<file path="src/rtl/ps2_pkg.sv">
// Shared types and constants for the PS/2 host command sequencer.
package ps2_pkg;

    // Sequencer states
    typedef enum logic [1:0] {
        IDLE     = 2'd0,
        ISSUE    = 2'd1,
        WAIT_TX  = 2'd2,
        WAIT_ACK = 2'd3
    } ps2_state_e;

    // Device response bytes
    localparam logic [7:0] PS2_ACK    = 8'hFA;
    localparam logic [7:0] PS2_RESEND = 8'hFE;
    localparam logic [7:0] PS2_ERROR  = 8'hFC;

    // Error codes reported on err_code
    localparam logic [1:0] ERR_NONE    = 2'b00;
    localparam logic [1:0] ERR_DEVICE  = 2'b01;
    localparam logic [1:0] ERR_TIMEOUT = 2'b10;
    localparam logic [1:0] ERR_RETRY   = 2'b11;

endpackage

</file>
<file path="src/rtl/ps2_cmd_ctrl_if.sv">
// Command push port: producer offers bytes, sequencer reports space and level.
interface ps2_cmd_ctrl_if #(
    parameter int FIFO_DEPTH = 4
) ();
    localparam int LVL_W = $clog2(FIFO_DEPTH) + 1;

    logic             cmd_valid;
    logic [7:0]       cmd_data;
    logic             cmd_ready;
    logic [LVL_W-1:0] fifo_level;

    modport master (
        output cmd_valid,
        output cmd_data,
        input  cmd_ready,
        input  fifo_level
    );

    modport slave (
        input  cmd_valid,
        input  cmd_data,
        output cmd_ready,
        output fifo_level
    );
endinterface

</file>
<file path="src/rtl/ps2_cmd_fifo.sv">
// Small synchronous command FIFO; head byte is visible until popped.
module ps2_cmd_fifo #(
    parameter int FIFO_DEPTH = 4,
    localparam int PTR_W = $clog2(FIFO_DEPTH),
    localparam int LVL_W = $clog2(FIFO_DEPTH) + 1
) (
    input  logic             clk,
    input  logic             rst_n,
    input  logic             push,
    input  logic [7:0]       push_data,
    input  logic             pop,
    output logic [7:0]       head,
    output logic             full,
    output logic             empty,
    output logic [LVL_W-1:0] level
);

    logic [7:0]       mem [FIFO_DEPTH];
    logic [PTR_W-1:0] wr_ptr_q, wr_ptr_d;
    logic [PTR_W-1:0] rd_ptr_q, rd_ptr_d;
    logic [LVL_W-1:0] level_q, level_d;
    logic             do_push;
    logic             do_pop;

    assign full    = (level_q == LVL_W'(FIFO_DEPTH));
    assign empty   = (level_q == '0);
    assign level   = level_q;
    assign head    = mem[rd_ptr_q];
    assign do_push = push && !full;
    assign do_pop  = pop && !empty;

    // Next pointers and occupancy; pointers wrap naturally at the power-of-two depth
    always_comb begin
        wr_ptr_d = wr_ptr_q;
        rd_ptr_d = rd_ptr_q;
        level_d  = level_q;
        if (do_push) begin
            wr_ptr_d = wr_ptr_q + 1'b1;
        end
        if (do_pop) begin
            rd_ptr_d = rd_ptr_q + 1'b1;
        end
        case ({do_push, do_pop})
            2'b10:   level_d = level_q + 1'b1;
            2'b01:   level_d = level_q - 1'b1;
            default: level_d = level_q;
        endcase
    end

    // Control state; reset flushes the FIFO
    always_ff @(posedge clk or negedge rst_n) begin
        if (!rst_n) begin
            wr_ptr_q <= '0;
            rd_ptr_q <= '0;
            level_q  <= '0;
        end else begin
            wr_ptr_q <= wr_ptr_d;
            rd_ptr_q <= rd_ptr_d;
            level_q  <= level_d;
        end
    end

    // Storage array, written on accepted pushes only
    always_ff @(posedge clk) begin
        if (do_push) begin
            mem[wr_ptr_q] <= push_data;
        end
    end

endmodule

</file>
<file path="src/rtl/ps2_cmd_ctrl.sv">
// PS/2 host command sequencer: issues queued bytes, waits for the device
// response, retires on ACK/ERROR/timeout and re-sends on RESEND.
module ps2_cmd_ctrl
    import ps2_pkg::*;
#(
    parameter int FIFO_DEPTH  = 4,
    parameter int ACK_TIMEOUT = 1_000_000,
    parameter int MAX_RETRY   = 3
) (
    input  logic                 clk,
    input  logic                 rst_n,
    ps2_cmd_ctrl_if.slave        cmd_if,
    output logic                 wr_ps2,
    output logic [7:0]           din,
    input  logic                 tx_idle,
    input  logic                 tx_done_tick,
    input  logic                 rx_done_tick,
    input  logic [7:0]           rx_data,
    output logic                 busy,
    output logic                 ack_ok,
    output logic                 err,
    output logic [1:0]           err_code
);

    localparam int LVL_W = $clog2(FIFO_DEPTH) + 1;
    localparam int TMR_W = (ACK_TIMEOUT > 1) ? $clog2(ACK_TIMEOUT) : 1;
    localparam int RTY_W = (MAX_RETRY > 0) ? $clog2(MAX_RETRY + 1) : 1;
    localparam logic [TMR_W-1:0] TMR_LOAD = TMR_W'(ACK_TIMEOUT - 1);
    localparam logic [RTY_W-1:0] RTY_MAX  = RTY_W'(MAX_RETRY);

    ps2_state_e       state_q, state_d;
    logic [7:0]       din_q, din_d;
    logic             wr_ps2_q, wr_ps2_d;
    logic             ack_ok_q, ack_ok_d;
    logic             err_q, err_d;
    logic [1:0]       err_code_q, err_code_d;
    logic [TMR_W-1:0] timer_q, timer_d;
    logic [RTY_W-1:0] retry_q, retry_d;

    logic             fifo_pop;
    logic [7:0]       fifo_head;
    logic             fifo_full;
    logic             fifo_empty;
    logic [LVL_W-1:0] fifo_level;

    ps2_cmd_fifo #(
        .FIFO_DEPTH (FIFO_DEPTH)
    ) u_fifo (
        .clk       (clk),
        .rst_n     (rst_n),
        .push      (cmd_if.cmd_valid),
        .push_data (cmd_if.cmd_data),
        .pop       (fifo_pop),
        .head      (fifo_head),
        .full      (fifo_full),
        .empty     (fifo_empty),
        .level     (fifo_level)
    );

    assign cmd_if.cmd_ready  = !fifo_full;
    assign cmd_if.fifo_level = fifo_level;

    assign wr_ps2   = wr_ps2_q;
    assign din      = din_q;
    assign ack_ok   = ack_ok_q;
    assign err      = err_q;
    assign err_code = err_code_q;
    assign busy     = (state_q != IDLE) || !fifo_empty;

    // Next-state logic; a recognised response takes priority over timer expiry
    always_comb begin
        state_d    = state_q;
        din_d      = din_q;
        wr_ps2_d   = 1'b0;
        ack_ok_d   = 1'b0;
        err_d      = 1'b0;
        err_code_d = err_code_q;
        timer_d    = timer_q;
        retry_d    = retry_q;
        fifo_pop   = 1'b0;
        case (state_q)
            IDLE: begin
                if (!fifo_empty && tx_idle) begin
                    din_d    = fifo_head;
                    wr_ps2_d = 1'b1;
                    state_d  = ISSUE;
                end
            end
            ISSUE: begin
                timer_d = TMR_LOAD;
                state_d = WAIT_TX;
            end
            WAIT_TX: begin
                if (tx_done_tick) begin
                    timer_d = TMR_LOAD;
                    state_d = WAIT_ACK;
                end else if (timer_q == '0) begin
                    fifo_pop   = 1'b1;
                    err_d      = 1'b1;
                    err_code_d = ERR_TIMEOUT;
                    retry_d    = '0;
                    state_d    = IDLE;
                end else begin
                    timer_d = timer_q - 1'b1;
                end
            end
            WAIT_ACK: begin
                if (rx_done_tick && rx_data == PS2_ACK) begin
                    fifo_pop = 1'b1;
                    ack_ok_d = 1'b1;
                    retry_d  = '0;
                    state_d  = IDLE;
                end else if (rx_done_tick && rx_data == PS2_RESEND) begin
                    if (retry_q < RTY_MAX) begin
                        // Head stays in place and is re-issued from IDLE
                        retry_d = retry_q + 1'b1;
                        state_d = IDLE;
                    end else begin
                        fifo_pop   = 1'b1;
                        err_d      = 1'b1;
                        err_code_d = ERR_RETRY;
                        retry_d    = '0;
                        state_d    = IDLE;
                    end
                end else if (rx_done_tick && rx_data == PS2_ERROR) begin
                    fifo_pop   = 1'b1;
                    err_d      = 1'b1;
                    err_code_d = ERR_DEVICE;
                    retry_d    = '0;
                    state_d    = IDLE;
                end else if (timer_q == '0) begin
                    // Unrecognised bytes do not count as a response
                    fifo_pop   = 1'b1;
                    err_d      = 1'b1;
                    err_code_d = ERR_TIMEOUT;
                    retry_d    = '0;
                    state_d    = IDLE;
                end else begin
                    timer_d = timer_q - 1'b1;
                end
            end
            default: begin
                state_d = IDLE;
            end
        endcase
    end

    // Sequencer state and registered outputs; reset aborts any transfer
    always_ff @(posedge clk or negedge rst_n) begin
        if (!rst_n) begin
            state_q    <= IDLE;
            din_q      <= 8'h00;
            wr_ps2_q   <= 1'b0;
            ack_ok_q   <= 1'b0;
            err_q      <= 1'b0;
            err_code_q <= ERR_NONE;
            timer_q    <= '0;
            retry_q    <= '0;
        end else begin
            state_q    <= state_d;
            din_q      <= din_d;
            wr_ps2_q   <= wr_ps2_d;
            ack_ok_q   <= ack_ok_d;
            err_q      <= err_d;
            err_code_q <= err_code_d;
            timer_q    <= timer_d;
            retry_q    <= retry_d;
        end
    end

endmodule
</file>
<file path="src/flat_wrapper.sv">
// flat-port wrapper written by rule: the top's interface ports become plain ports
module ps2_cmd_ctrl_flat import ps2_pkg::*;
#(
    parameter int FIFO_DEPTH  = 4,
    parameter int ACK_TIMEOUT = 1_000_000,
    parameter int MAX_RETRY   = 3
)
  (clk, rst_n, wr_ps2, din, tx_idle, tx_done_tick, rx_done_tick, rx_data, busy, ack_ok, err, err_code, cmd_if_cmd_valid, cmd_if_cmd_data, cmd_if_cmd_ready, cmd_if_fifo_level);
  ps2_cmd_ctrl_if #(.FIFO_DEPTH(FIFO_DEPTH)) cmd_if_i ();
  input  logic clk;
  input  logic rst_n;
  output logic wr_ps2;
  output logic [7:0] din;
  input  logic tx_idle;
  input  logic tx_done_tick;
  input  logic rx_done_tick;
  input  logic [7:0] rx_data;
  output logic busy;
  output logic ack_ok;
  output logic err;
  output logic [1:0] err_code;
  input wire logic [$bits(cmd_if_i.cmd_valid)-1:0] cmd_if_cmd_valid;
  input wire logic [$bits(cmd_if_i.cmd_data)-1:0] cmd_if_cmd_data;
  output wire logic [$bits(cmd_if_i.cmd_ready)-1:0] cmd_if_cmd_ready;
  output wire logic [$bits(cmd_if_i.fifo_level)-1:0] cmd_if_fifo_level;
  assign cmd_if_i.cmd_valid = cmd_if_cmd_valid;
  assign cmd_if_i.cmd_data = cmd_if_cmd_data;
  assign cmd_if_cmd_ready = cmd_if_i.cmd_ready;
  assign cmd_if_fifo_level = cmd_if_i.fifo_level;
  ps2_cmd_ctrl #(.FIFO_DEPTH(FIFO_DEPTH), .ACK_TIMEOUT(ACK_TIMEOUT), .MAX_RETRY(MAX_RETRY)) u_core (.clk(clk), .rst_n(rst_n), .cmd_if(cmd_if_i), .wr_ps2(wr_ps2), .din(din), .tx_idle(tx_idle), .tx_done_tick(tx_done_tick), .rx_done_tick(rx_done_tick), .rx_data(rx_data), .busy(busy), .ack_ok(ack_ok), .err(err), .err_code(err_code));
endmodule
</file>
<file path="config.mk">
export PLATFORM = sky130hd
export DESIGN_NAME = ps2_cmd_ctrl_flat
export DESIGN_NICKNAME = d
export VERILOG_FILES = /design/src/rtl/ps2_pkg.sv /design/src/rtl/ps2_cmd_ctrl_if.sv /design/src/rtl/ps2_cmd_fifo.sv /design/src/rtl/ps2_cmd_ctrl.sv /design/src/flat_wrapper.sv
export SDC_FILE = /design/constraint.sdc
export NUM_CORES = 1
export LEC_CHECK = 0
export BUFFER_PORTS_ARGS = -buffer_cell sky130_fd_sc_hd__buf_2
export CAP_MARGIN = 20
export CELL_PAD_IN_SITES_DETAIL_PLACEMENT = 1
export CELL_PAD_IN_SITES_GLOBAL_PLACEMENT = 1
export CORE_UTILIZATION = 30
export DETAILED_ROUTE_END_ITERATION = 12
export GPL_ROUTABILITY_DRIVEN = 1
export HOLD_SLACK_MARGIN = 0.12
export PLACE_DENSITY_LB_ADDON = 0.1
export SYNTH_ARGS = -nofsm -noshare
export SYNTH_HDL_FRONTEND = slang
export SYNTH_HIERARCHICAL = 1
export SYNTH_SLANG_ARGS = --single-unit
</file>
<file path="constraint.sdc">
create_clock -name clk -period 10 [get_ports clk]
set_input_delay 1.5 -clock clk [delete_from_list [all_inputs] [get_ports clk]]
set_output_delay 1.5 -clock clk [all_outputs]
set_load 0.01 [all_outputs]
</file>
=== Word level (Yosys, flattened, before mapping) ===
Memory sizes are Yosys's and may differ from the RTL's. A register that Yosys moved wholly into a read port is not among the register bits.
Index checks and enable logic that the tools add are counted.

* Register bits: 36
* RAM bits: 32
* Output and inout bits: 18
* Logic and storage cells: 97
* Memories kept: 1

{| class="wikitable"
|+ Memories
! name !! words !! bits a word !! read ports !! clocked after Yosys merged registers in !! wr ports !! line !! source
|-
| u_core.u_fifo.mem || 4 || 8 || 1 || 1 || 1 || ps2_cmd_fifo.sv:18 || <nowiki>logic [7:0] mem [FIFO_DEPTH];</nowiki>
|}

* Add/subtract/negate cells: 6
* Order comparisons: 1
* Equality and inequality tests: 15
* Muxes and demuxes: 43
* Reductions and logical operators: 21

{| class="wikitable"
|+ Operators with widths
! kind !! count
|-
| 20-bit 2-to-1 mux || 5
|-
| 20-bit case mux with 3 select lines || 1
|-
| 2-bit 2-to-1 mux || 18
|-
| 8-bit == test, second input constant || 3
|-
| 20-bit logical NOT || 1
|-
| 20-bit by 1-bit subtractor with 20-bit output, second input constant || 1
|-
| 1-bit 2-to-1 mux || 13
|-
| 2-bit != test, second input constant || 4
|-
| 2-bit case mux with 2 select lines || 2
|-
| 2-bit case mux with 4 select lines || 1
|-
| 4-bit AND reduction || 2
|-
| 2-bit by 1-bit adder with 2-bit output, second input constant || 3
|-
| 2-bit == test, second input constant || 3
|-
| 1-bit logical AND || 6
|-
| 3-bit case mux with 2 select lines || 1
|-
| 2-bit nonzero test || 3
|-
| 2-bit by 1-bit == test with 1-bit output, second input constant || 2
|-
| 1-bit case mux with 2 select lines || 2
|-
| 2-bit AND reduction || 2
|-
| 3-bit by 1-bit adder with 3-bit output, second input constant || 1
|-
| 3-bit == test, second input constant || 1
|-
| 1-bit logical NOT || 3
|-
| 3-bit logical NOT || 1
|-
| 3-bit != test, second input constant || 1
|-
| other kinds (6) || 6
|}

=== Longest topological paths before layout ===
Gate-level depths: netlist of the first run.

* Depth after elaboration: 9
* Gate-level depth with buffers: 14
* Depth with buffers taken out: 14

=== Modules after synthesis ===
The synthesis of the first run kept the hierarchy.

{| class="wikitable"
|+ Modules (own cells, without submodules)
! module !! times used !! cells an instance !! area each (um^2) !! seq. area each (um^2)
|-
| ps2_cmd_ctrl || 1 || 198 || 1965.6 || 925.9
|-
| ps2_cmd_fifo || 1 || 79 || 1592.8 || 1136.1
|}

=== Worst setup path before layout of the first run ===
OpenSTA, ideal clock, no wires.

* Path type: input-to-reg
* Start point: input port rx_data[0]
* End point: register u_core.u_fifo.level_q[2], in the netlist u_core/u_fifo/level[2]
* Arrival: 3504 ps
* Required time: 9921 ps
* Slack: 6417 ps
* Cell stages on the path: 12
* Path buffers: 0
* Cell sequence: and3b_1 and2_1 o21a_1 o21ai_1 a211oi_1 o31a_2 ha_1 inv_1 fa_1 xor2_1 nor2_1 xor2_1

* Cells in the longest elaborated chain, start to end: 9
* Elaborated cells between the ends (all ways): 15
* Classes of those cells: 5 x eq/ne; 5 x mux; 5 x reduce/logical

{| class="wikitable"
|+ Ends and longest elaborated chain
! element !! line !! source
|-
| start: declaration || flat_wrapper.sv:17 || <nowiki>input logic [7:0] rx_data;</nowiki>
|-
| 8-bit == test || ps2_cmd_ctrl.sv:125 || <nowiki>end else if (rx_done_tick && rx_data == PS2_ERROR) begin</nowiki>
|-
| 1-bit logical AND || ps2_cmd_ctrl.sv:125 ||
|-
| 1-bit 2-to-1 mux || ps2_cmd_ctrl.sv:125 ||
|-
| 1-bit 2-to-1 mux || ps2_cmd_ctrl.sv:113 || <nowiki>end else if (rx_done_tick && rx_data == PS2_RESEND) begin</nowiki>
|-
| 1-bit 2-to-1 mux * || ps2_cmd_ctrl.sv:108 || <nowiki>if (rx_done_tick && rx_data == PS2_ACK) begin</nowiki>
|-
| 1-bit case mux with 2 select lines * || ps2_cmd_ctrl.sv:81 || <nowiki>case (state_q)</nowiki>
|-
| named net u_core.fifo_pop || ps2_cmd_ctrl.sv:40 || <nowiki>logic fifo_pop;</nowiki>
|-
| 1-bit logical AND * || ps2_cmd_fifo.sv:30 || <nowiki>assign do_pop = pop && !empty;</nowiki>
|-
| named net u_core.u_fifo.do_pop || ps2_cmd_fifo.sv:23 || <nowiki>logic do_pop;</nowiki>
|-
| 2-bit by 1-bit == test with 1-bit output / 2-bit == test (equally long branches) || ps2_cmd_fifo.sv:43 || <nowiki>case ({do_push, do_pop})</nowiki>
|-
| 3-bit case mux with 2 select lines / 2-bit nonzero test (equally long branches) || - ||
|-
| end signal: assignment || ps2_cmd_fifo.sv:59 || <nowiki>level_q <= level_d;</nowiki>
|-
| end: declaration || ps2_cmd_fifo.sv:21 || <nowiki>logic [LVL_W-1:0] level_q, level_d;</nowiki>
|}

Mark *: on every way through the listed nets, which the timed path passes. The rest lies on a longest branch.
A chain may end at the register's enable or synchronous reset.

=== Worst setup path after layout of the first run ===
* Start point: register u_core.timer_q[4]
* End point: register u_core.u_fifo.level_q[2], in the netlist u_core/u_fifo/level[2]

* Cells in the longest elaborated chain, start to end: 9
* Elaborated cells between the ends (all ways): 12
* Classes of those cells: 2 x eq/ne; 7 x mux; 3 x reduce/logical

{| class="wikitable"
|+ Ends and longest elaborated chain
! element !! line !! source
|-
| start: declaration || ps2_cmd_ctrl.sv:37 || <nowiki>logic [TMR_W-1:0] timer_q, timer_d;</nowiki>
|-
| start signal: assignment || ps2_cmd_ctrl.sv:166 || <nowiki>timer_q <= timer_d;</nowiki>
|-
| 20-bit logical NOT * || ps2_cmd_ctrl.sv:97, ps2_cmd_ctrl.sv:131 ||
|-
| 1-bit 2-to-1 mux * || ps2_cmd_ctrl.sv:97, ps2_cmd_ctrl.sv:131 ||
|-
| 1-bit 2-to-1 mux || ps2_cmd_ctrl.sv:125 ||
|-
| 1-bit 2-to-1 mux || ps2_cmd_ctrl.sv:113 ||
|-
| 1-bit 2-to-1 mux || ps2_cmd_ctrl.sv:108 ||
|-
| 1-bit case mux with 2 select lines * || ps2_cmd_ctrl.sv:81 ||
|-
| named net u_core.fifo_pop || ps2_cmd_ctrl.sv:40 ||
|-
| 1-bit logical AND * || ps2_cmd_fifo.sv:30 ||
|-
| named net u_core.u_fifo.do_pop || ps2_cmd_fifo.sv:23 ||
|-
| 2-bit by 1-bit == test with 1-bit output / 2-bit == test (equally long branches) || ps2_cmd_fifo.sv:43 ||
|-
| 3-bit case mux with 2 select lines / 2-bit nonzero test (equally long branches) || - ||
|}

Marked as above.

==> flow_summary.json, run 1 <==
{
  "ys.flop_type": "dfrtp_1",
  "rows": 39,
  "finClkSkew_ns": 0.00716,
  "io_pins": 40,
  "worstSetupStartpoint": "u_core/timer_q[4]",
  "place.detailed.hpwl_mm": 5.41,
  "initial_core_util_pct": 31.0,
  "reg2reg_slack_ns": 6.11,
  "synthToLayoutAreaGrowth_pct": 17.7,
  "clockPowerShare_pct": 30.7,
  "cts.clk_slew.worst_paths_ns": 0.06,
  "async_reset_ff_share_pct": 57.9,
  "fillers": 1226,
  "cp.required_ns": 10.27,
  "ir_worst_vdd_uv": 123,
  "worstMarginPinSlew_ns": 0.947,
  "drt-pass1-iter-count": 4,
  "stdcell_area_um2": 4190,
  "synth-seq-cells": 76,
  "cp_max_fo": 9,
  "synth_edf_count": 32,
  "antenna_found_initial": 0,
  "numCtsBuffers": 9,
  "track_usage_pct": 14.6,
  "hp-class": "flip-flop to flip-flop",
  "syn-cell-area_um2": 3560,
  "rr_startpoint": "u_core/timer_q[4]",
  "drive_gt1_share_pct": 26.9,
  "die_h_um": 111,
  "regArea_um2": 2060,
  "leakagePower_nw": 1.66,
  "routedWlPerCell_um": 17.3,
  "cap_violations": 0,
  "cts_setup_buffers": 0,
  "crit_type": "flip-flop to flip-flop",
  "intPower_uw": 674,
  "syn-num-nets": 308,
  "status": "finished, final reports clean",
  "r2r-end": "u_core/u_fifo/level[2]",
  "slew_viol_final": 0,
  "cts_root_buf": "clkbuf_16",
  "antenna_cells": 0,
  "swShare_pct": 31.9,
  "post_dp_cell_area_um2": 3910,
  "clock_latency_ns": 0.34,
  "dpl_worst_slack_ns": 6.05,
  "synth_area_per_cell_um2": 12.8,
  "drt_iter0_drc": 42,
  "start_kind": "flip-flop",
  "synth_cells": 277,
  "grt_pass1_vias": 2549,
  "multi_input_area_um2": 1400,
  "seq_power_share_pct": 46.1,
  "synth_warnings": 6,
  "drt_wl_total_mm": 8.08,
  "fmax_mhz": 257,
  "reg2reg_depth": 12,
  "cts_max_path_buffers": 2,
  "relSlewSlack_pct": 36.4,
  "worst_setup_path_end_kind": "flip-flop",
  "clkSinkCount": 76,
  "period_share_pct": 38.9,
  "drc": 0,
  "grt_pass1_wl_mm": 13.6,
  "grt-ovfl-total": 0,
  "gp_congestion": 0.722,
  "finalHoldViolCount": 0,
  "crit_end": "u_core/u_fifo/level[2]",
  "htree_levels": 3,
  "port_buffers": 39,
  "viasPerCell": 5.12,
  "combPwrFrac_pct": 23.2,
  "rsz0062_at_grt": "no",
  "tns_ns": 0,
  "synth-seq-area-share_pct": 57.9,
  "postRouteAntennaNets": 0,
  "arrival_ns": 4.15,
  "hold_slack_ns": 0.506,
  "nets": 349,
  "synth_cell_types": 56,
  "die_area_um2": 12300,
  "switching_power_uw": 316,
  "cts.repair.resized": 0,
  "setup_ws_ns": 6.11,
  "cts_tree": "built",
  "setup_viol": 0,
  "num_vias": 2384,
  "period_minus_slack_ns": 3.89,
  "power_density_nw_per_um2": 236,
  "die_w_um": 111,
  "postCtsHoldBufs": 0,
  "grt_start_max_net_pins": 45,
  "core_area_um2": 11500
}
worst max-delay path, cell delays in order (launching register included):
cell and delay (ns):
dfrtp_1 0.40, or4_4 0.58, or4_1 0.64, nor3_4 0.39, o21ai_1 0.22, a211oi_1 0.32, o31a_2 0.23, ha_1 0.18
inv_1 0.06, fa_1 0.37, xor2_1 0.15, nor2_1 0.11, xor2_1 0.15
routing by layer:
| metal | routed length (um) | track usage [%] |
|---|---|---|
| met4 | 150 | 6.22 |
| met2 | 3930 | 23.4 |
| met3 | 298 | 4.81 |
| met1 | 3700 | 18.1 |
| met5 | 0 | 0 |
layout make-up:
type                            count  share of cell area [%]
Timing Repair Buffer               42                    5.20
Inverter                           14                    1.25
Sequential cell                    76                    49.2
Clock buffer                       10                    5.71
Tap cell                          143                    4.27
Clock inverter                      6                   0.956
Multi-Input combinational cell    175                    33.4
cells by family after synthesis:
logic type	synth area share [%]
xor gates and xnor gates	1.72
AOI/OAI and AO/OA	10.1
adders and majority gates	3.38
muxes	8.58
and+or+nand+nor	15.3
buffers and inverters	2.95
DFF	57.9
Yosys cell counts, types with 4 or more instances:
library cell,n,area (um2)
a21oi_1,10,50.1
a31o_1,4,35.0
and2_2,4,30.0
clkbuf_1,7,26.3
dfrtp_1,44,1100
edfxtp_1,32,961
ha_1,8,100
inv_1,14,52.6
mux2_2,8,90.1
mux4_2,8,180
nand2_1,14,52.6
nand2b_1,4,25.0
nand3_1,10,50.1
nand4_1,4,25.0
nor2_1,8,30.0
nor3_1,7,35.0
o21ai_1,8,40.0
o31ai_1,10,75.1
or3_1,6,37.5
or4_1,11,82.6
xnor2_1,4,35.0
stage by stage:
| stage | total power [mW] | util [%] | instances |
|---|---|---|---|
| after floorplan | 0.610 | - | 277 |
| after global placement | 0.694 | 34.1 | 450 |
| after detailed placement | 0.698 | 34.1 | 450 |
| after CTS | 1.01 | 36.5 | 466 |
| after global routing | 1.06 | 36.5 | 466 |
| final | 0.989 | 36.5 | 466 |
how the worst min path moves through the flow:
stage / from / end / depth (start not counted)
finish: u_core/din[7] / u_core/din[7] / 1
detailed placement: u_core/din[4] / u_core/din[4] / 1
global route: u_core/din[4] / u_core/din[4] / 1
floorplan: u_core/timer_q[19] / u_core/timer_q[19] / 1
CTS: u_core/din[4] / u_core/din[4] / 1
global placement: u_core/din[0] / u_core/din[0] / 1
layout by cell type, fill, tap and decap left out, drive strengths merged, types with 6 or more instances in the layout:
cell / Yosys / layout
nand3: 10 / 10
o21ai: 10 / 10
mux4: 8 / 8
or4: 12 / 12
and2: 6 / 6
inv: 14 / 14
or3: 6 / 6
a21oi: 10 / 10
dfrtp: 44 / 44
edfxtp: 32 / 32
clkinv: 0 / 6
mux2: 9 / 9
ha: 8 / 8
nor3: 8 / 8
nand2: 14 / 14
nor2: 8 / 8
clkbuf: 7 / 10
buf: 5 / 42
o31ai: 10 / 10
power by group through the flow:
| stage | logic (mW) | clock network [mW] | registers (mW) |
|---|---|---|---|
| final | 0.229 | 0.304 | 0.456 |
| after global routing | 0.259 | 0.328 | 0.468 |
| after CTS | 0.235 | 0.319 | 0.458 |
| after detailed placement | 0.234 | 0 | 0.464 |
| after global placement | 0.232 | 0 | 0.462 |
| after floorplan | 0.165 | 0 | 0.445 |
registers in the layout, summed over array words and instances (netlist names):
name and cells:
u_core/u_fifo/level 3, u_core/din 8, u_core/ack_ok 1, u_core/err 1, u_core/err_code 2, u_core/retry_q 2, u_core/u_fifo/mem 32, u_core/timer_q 20
u_core/state_q 2, u_core/u_fifo/wr_ptr_q 2, u_core/wr_ps2 1, u_core/u_fifo/rd_ptr_q 2
Power figures use the tool's default switching activity.
==> run 2, diff against run 1 <==
--- a/config.mk
+++ b/config.mk
@@ -5,6 +5,7 @@
 export SDC_FILE = /design/constraint.sdc
 export NUM_CORES = 1
 export LEC_CHECK = 0
+export ABC_AREA = 1
 export BUFFER_PORTS_ARGS = -buffer_cell sky130_fd_sc_hd__buf_2
 export CAP_MARGIN = 20
 export CELL_PAD_IN_SITES_DETAIL_PLACEMENT = 1
==> constraint.sdc (replaced) <==
create_clock -name clk -period 3.2 [get_ports clk]
set_input_delay 0.48 -clock clk [delete_from_list [all_inputs] [get_ports clk]]
set_output_delay 0.48 -clock clk [all_outputs]
set_load 0.01 [all_outputs]
==> run 2 against run 1 <==
Power rose to 3.2 times the previous value. Clock-buffer cell count did not move. Area after synthesis rose by 14%. Global-route usage rose by 1.6 points. Synthesized cell count rose by 78%. Critical path type unchanged. Largest cell class unchanged. Hold slack got worse by 0.27 ns.
==> flow_summary.json, run 2 <==
{
  "synthToLayoutAreaGrowth_pct": 16.1,
  "ys.flop_type": "dfrtp_1",
  "core_area_um2": 13200,
  "drt-pass1-iter-count": 4,
  "synth_area_per_cell_um2": 8.22,
  "rsz0062_at_grt": "no",
  "place.detailed.hpwl_mm": 7.58,
  "die_area_um2": 14000,
  "grt-ovfl-total": 0,
  "rr_startpoint": "u_core/timer_q[8]",
  "finClkSkew_ns": 0.0109,
  "grt_pass1_wl_mm": 17.4,
  "r2r-end": "u_core/u_fifo/level[2]",
  "worstMarginPinSlew_ns": 0.920,
  "synth_area_leader_cell": "dfrtp_1",
  "clockPowerShare_pct": 32.6,
  "nets": 570,
  "rows": 42,
  "cts.repair.resized": 0,
  "viasPerCell": 4.59,
  "period_share_pct": 82.5,
  "cap_violations": 0,
  "cts_setup_buffers": 0,
  "cp_cell_sequence": "nor2_1 > nand2_1 > nor2_1 > nand3_1 > nand3_1 > nand3_1 > nand3b_1 > nand2_1 > inv_1 > ha_1 > inv_1 > fa_1 > nand2_1 > nand3_1 > nand2_1 > nand2_1",
  "finalHoldViolCount": 0,
  "post-synth-top-area-fraction_pct": 27.1,
  "combPwrFrac_pct": 24.6,
  "status": "finished, final reports clean",
  "largest_reg_flops": 32,
  "swShare_pct": 33.9,
  "critPathMostFrequentCell": "nand2_1",
  "port_buffers": 39,
  "synth-seq-cells": 76,
  "total_power_mw": 3.13,
  "die_w_um": 118,
  "final_cell_mix": "159 x nand2_1, 69 x inv_1, 53 x nor2_1",
  "initial_core_util_pct": 30.7,
  "drive_gt1_share_pct": 12.9,
  "power_density_nw_per_um2": 665,
  "async_reset_ff_share_pct": 57.9,
  "clkSinkCount": 76,
  "crit_end": "u_core/u_fifo/level[2]",
  "yosysMostFrequentCell": "nand2_1",
  "synthTopCellsByArea": "dfrtp_1 27%, edfxtp_1 24%, nand2_1 15%, inv_1 6.4%, nand3_1 5.1%",
  "antenna_cells": 0,
  "htree_levels": 3,
  "cp.required_ns": 3.43,
  "synth_cell_types": 30,
  "synth_common_cells": "159 x nand2_1, 69 x inv_1, 53 x nor2_1, 44 x dfrtp_1, 41 x nand3_1",
  "grt_pass1_vias": 3439,
  "hp-class": "input port to async pin",
  "setup_viol": 0,
  "drt_iter0_drc": 129,
  "period_minus_slack_ns": 2.64,
  "postRouteAntennaNets": 0,
  "slowest_stage": "dfrtp_1",
  "place_inst": 704,
  "cp_max_fo": 4,
  "arrival_ns": 2.87,
  "drt_wl_total_mm": 10.3,
  "numCtsBuffers": 9,
  "cts_root_buf": "clkbuf_16",
  "ir_worst_vdd_uv": 352,
  "track_usage_pct": 16.3,
  "grt_start_max_net_pins": 35,
  "num_vias": 3306,
  "worstSetupStartpoint": "u_core/timer_q[8]",
  "fmax_mhz": 379,
  "syn-cell-area_um2": 4060,
  "seq_power_share_pct": 42.7,
  "cts.clk_slew.worst_paths_ns": 0.07,
  "cts_max_path_buffers": 2,
  "tns_ns": 0,
  "switching_power_mw": 1.06,
  "reg2reg_depth": 16,
  "worst_setup_path_end_kind": "flip-flop",
  "drc": 0,
  "max_stage_delay_ns": 0.41,
  "reg2reg_slack_ns": 0.56,
  "syn-num-nets": 525,
  "slew_viol_final": 0,
  "io_pins": 40,
  "cts_tree": "built",
  "intPower_mw": 2.07,
  "leakagePower_nw": 2.40,
  "crit_type": "flip-flop to flip-flop",
  "gp_congestion": 0.749,
  "postCtsHoldBufs": 0,
  "fillers": 1623,
  "hold_slack_ns": 0.234,
  "clock_latency_ns": 0.35,
  "synth-seq-area-share_pct": 50.8,
  "finalNonFillerCells": 720,
  "synth_cells": 494,
  "synth_warnings": 6,
  "start_kind": "flip-flop",
  "relSlewSlack_pct": 38.4,
  "routedWlPerCell_um": 14.3,
  "antenna_found_initial": 0,
  "mostFrequentLayoutCell": "nand2_1",
  "synth_edf_count": 32,
  "die_h_um": 118,
  "top_register": "u_core/u_fifo/mem"
}
## run 2: changes by cell type in the layout (fill, tap and decap cells not counted), moves of 6 or more
cell | before | now
a21oi_1 | 10 | 4
nand4_1 | 4 | 14
xor2_1 | 3 | 9
or4_1 | 11 | 0
nand2_1 | 14 | 159
nor2_1 | 8 | 53
mux2_2 | 8 | 0
or3_1 | 6 | 0
nand3_1 | 10 | 41
mux4_2 | 8 | 0
o31ai_1 | 10 | 0
o211ai_1 | 2 | 20
inv_1 | 14 | 69
## run 2: area by class of cell
type                            instances  area, um2  area share [%]
Clock buffer                           10        229            4.86
Clock inverter                          6       65.1            1.38
Inverter                               74        278            5.89
Multi-Input combinational cell        334       1630            34.5
Sequential cell                        76       2060            43.7
Tap cell                              176        220            4.67
Timing Repair Buffer                   44        233            4.94
## run 2: logic make-up (layout without fill, tap and decap cells)
kind of cell    Yosys count  count (layout)  share of synthesized area, %
buf+inv                  84             134                          9.12
xor+xnor                 10              10                          2.16
simple gates            279             279                          29.1
flops                    76              76                          50.8
compound gates           36              36                          5.86
fa+ha+maj                 9               9                          2.96
## run 2: power by group through the flow
stage | clock network (mW) | logic (mW) | registers, mW
global route | 1.09 | 0.913 | 1.36
CTS | 1.06 | 0.795 | 1.34
detailed placement | 0 | 0.793 | 1.36
floorplan | 0 | 0.580 | 1.34
global placement | 0 | 0.774 | 1.35
finish | 1.02 | 0.772 | 1.34
## run 2: worst min-delay path by stage
| stage | from | to | depth (start not counted) |
|---|---|---|---|
| CTS | rst_n | u_core/state_q[0] | 1 |
| floorplan | rst_n | u_core/ack_ok | 0 |
| finish | rst_n | u_core/state_q[0] | 1 |
| detailed placement | u_core/din[7] | u_core/din[7] | 2 |
| global route | rst_n | u_core/state_q[0] | 1 |
| global placement | u_core/din[6] | u_core/din[6] | 2 |
## run 2: worst max-delay path: cells and delay by family (launching register included)
family / cells / cell delay (ns)
AND/OR/NAND/NOR: 12 / 1.44
flip-flops: 1 / 0.41
adder cells (fa/ha/maj): 2 / 0.54
buffers and inverters: 2 / 0.14
## run 2: metal layers
layer  up-vias  track usage (%)  wire (um)
met3         9             2.70        210
li1       1684                -          -
met1      1575             20.6       4930
met2        38             27.1       5030
met4         0             7.45        157
met5         -                0          0
## run 2: per-stage QoR
step                util [%]  setup WS, ns  cell area (um2)
global route            35.6         0.192             4710
global placement        33.4         0.588             4420
CTS                     35.6         0.521             4710
floorplan                  -         0.786             4060
finish                  35.6         0.561             4710
detailed placement      33.4         0.462             4420
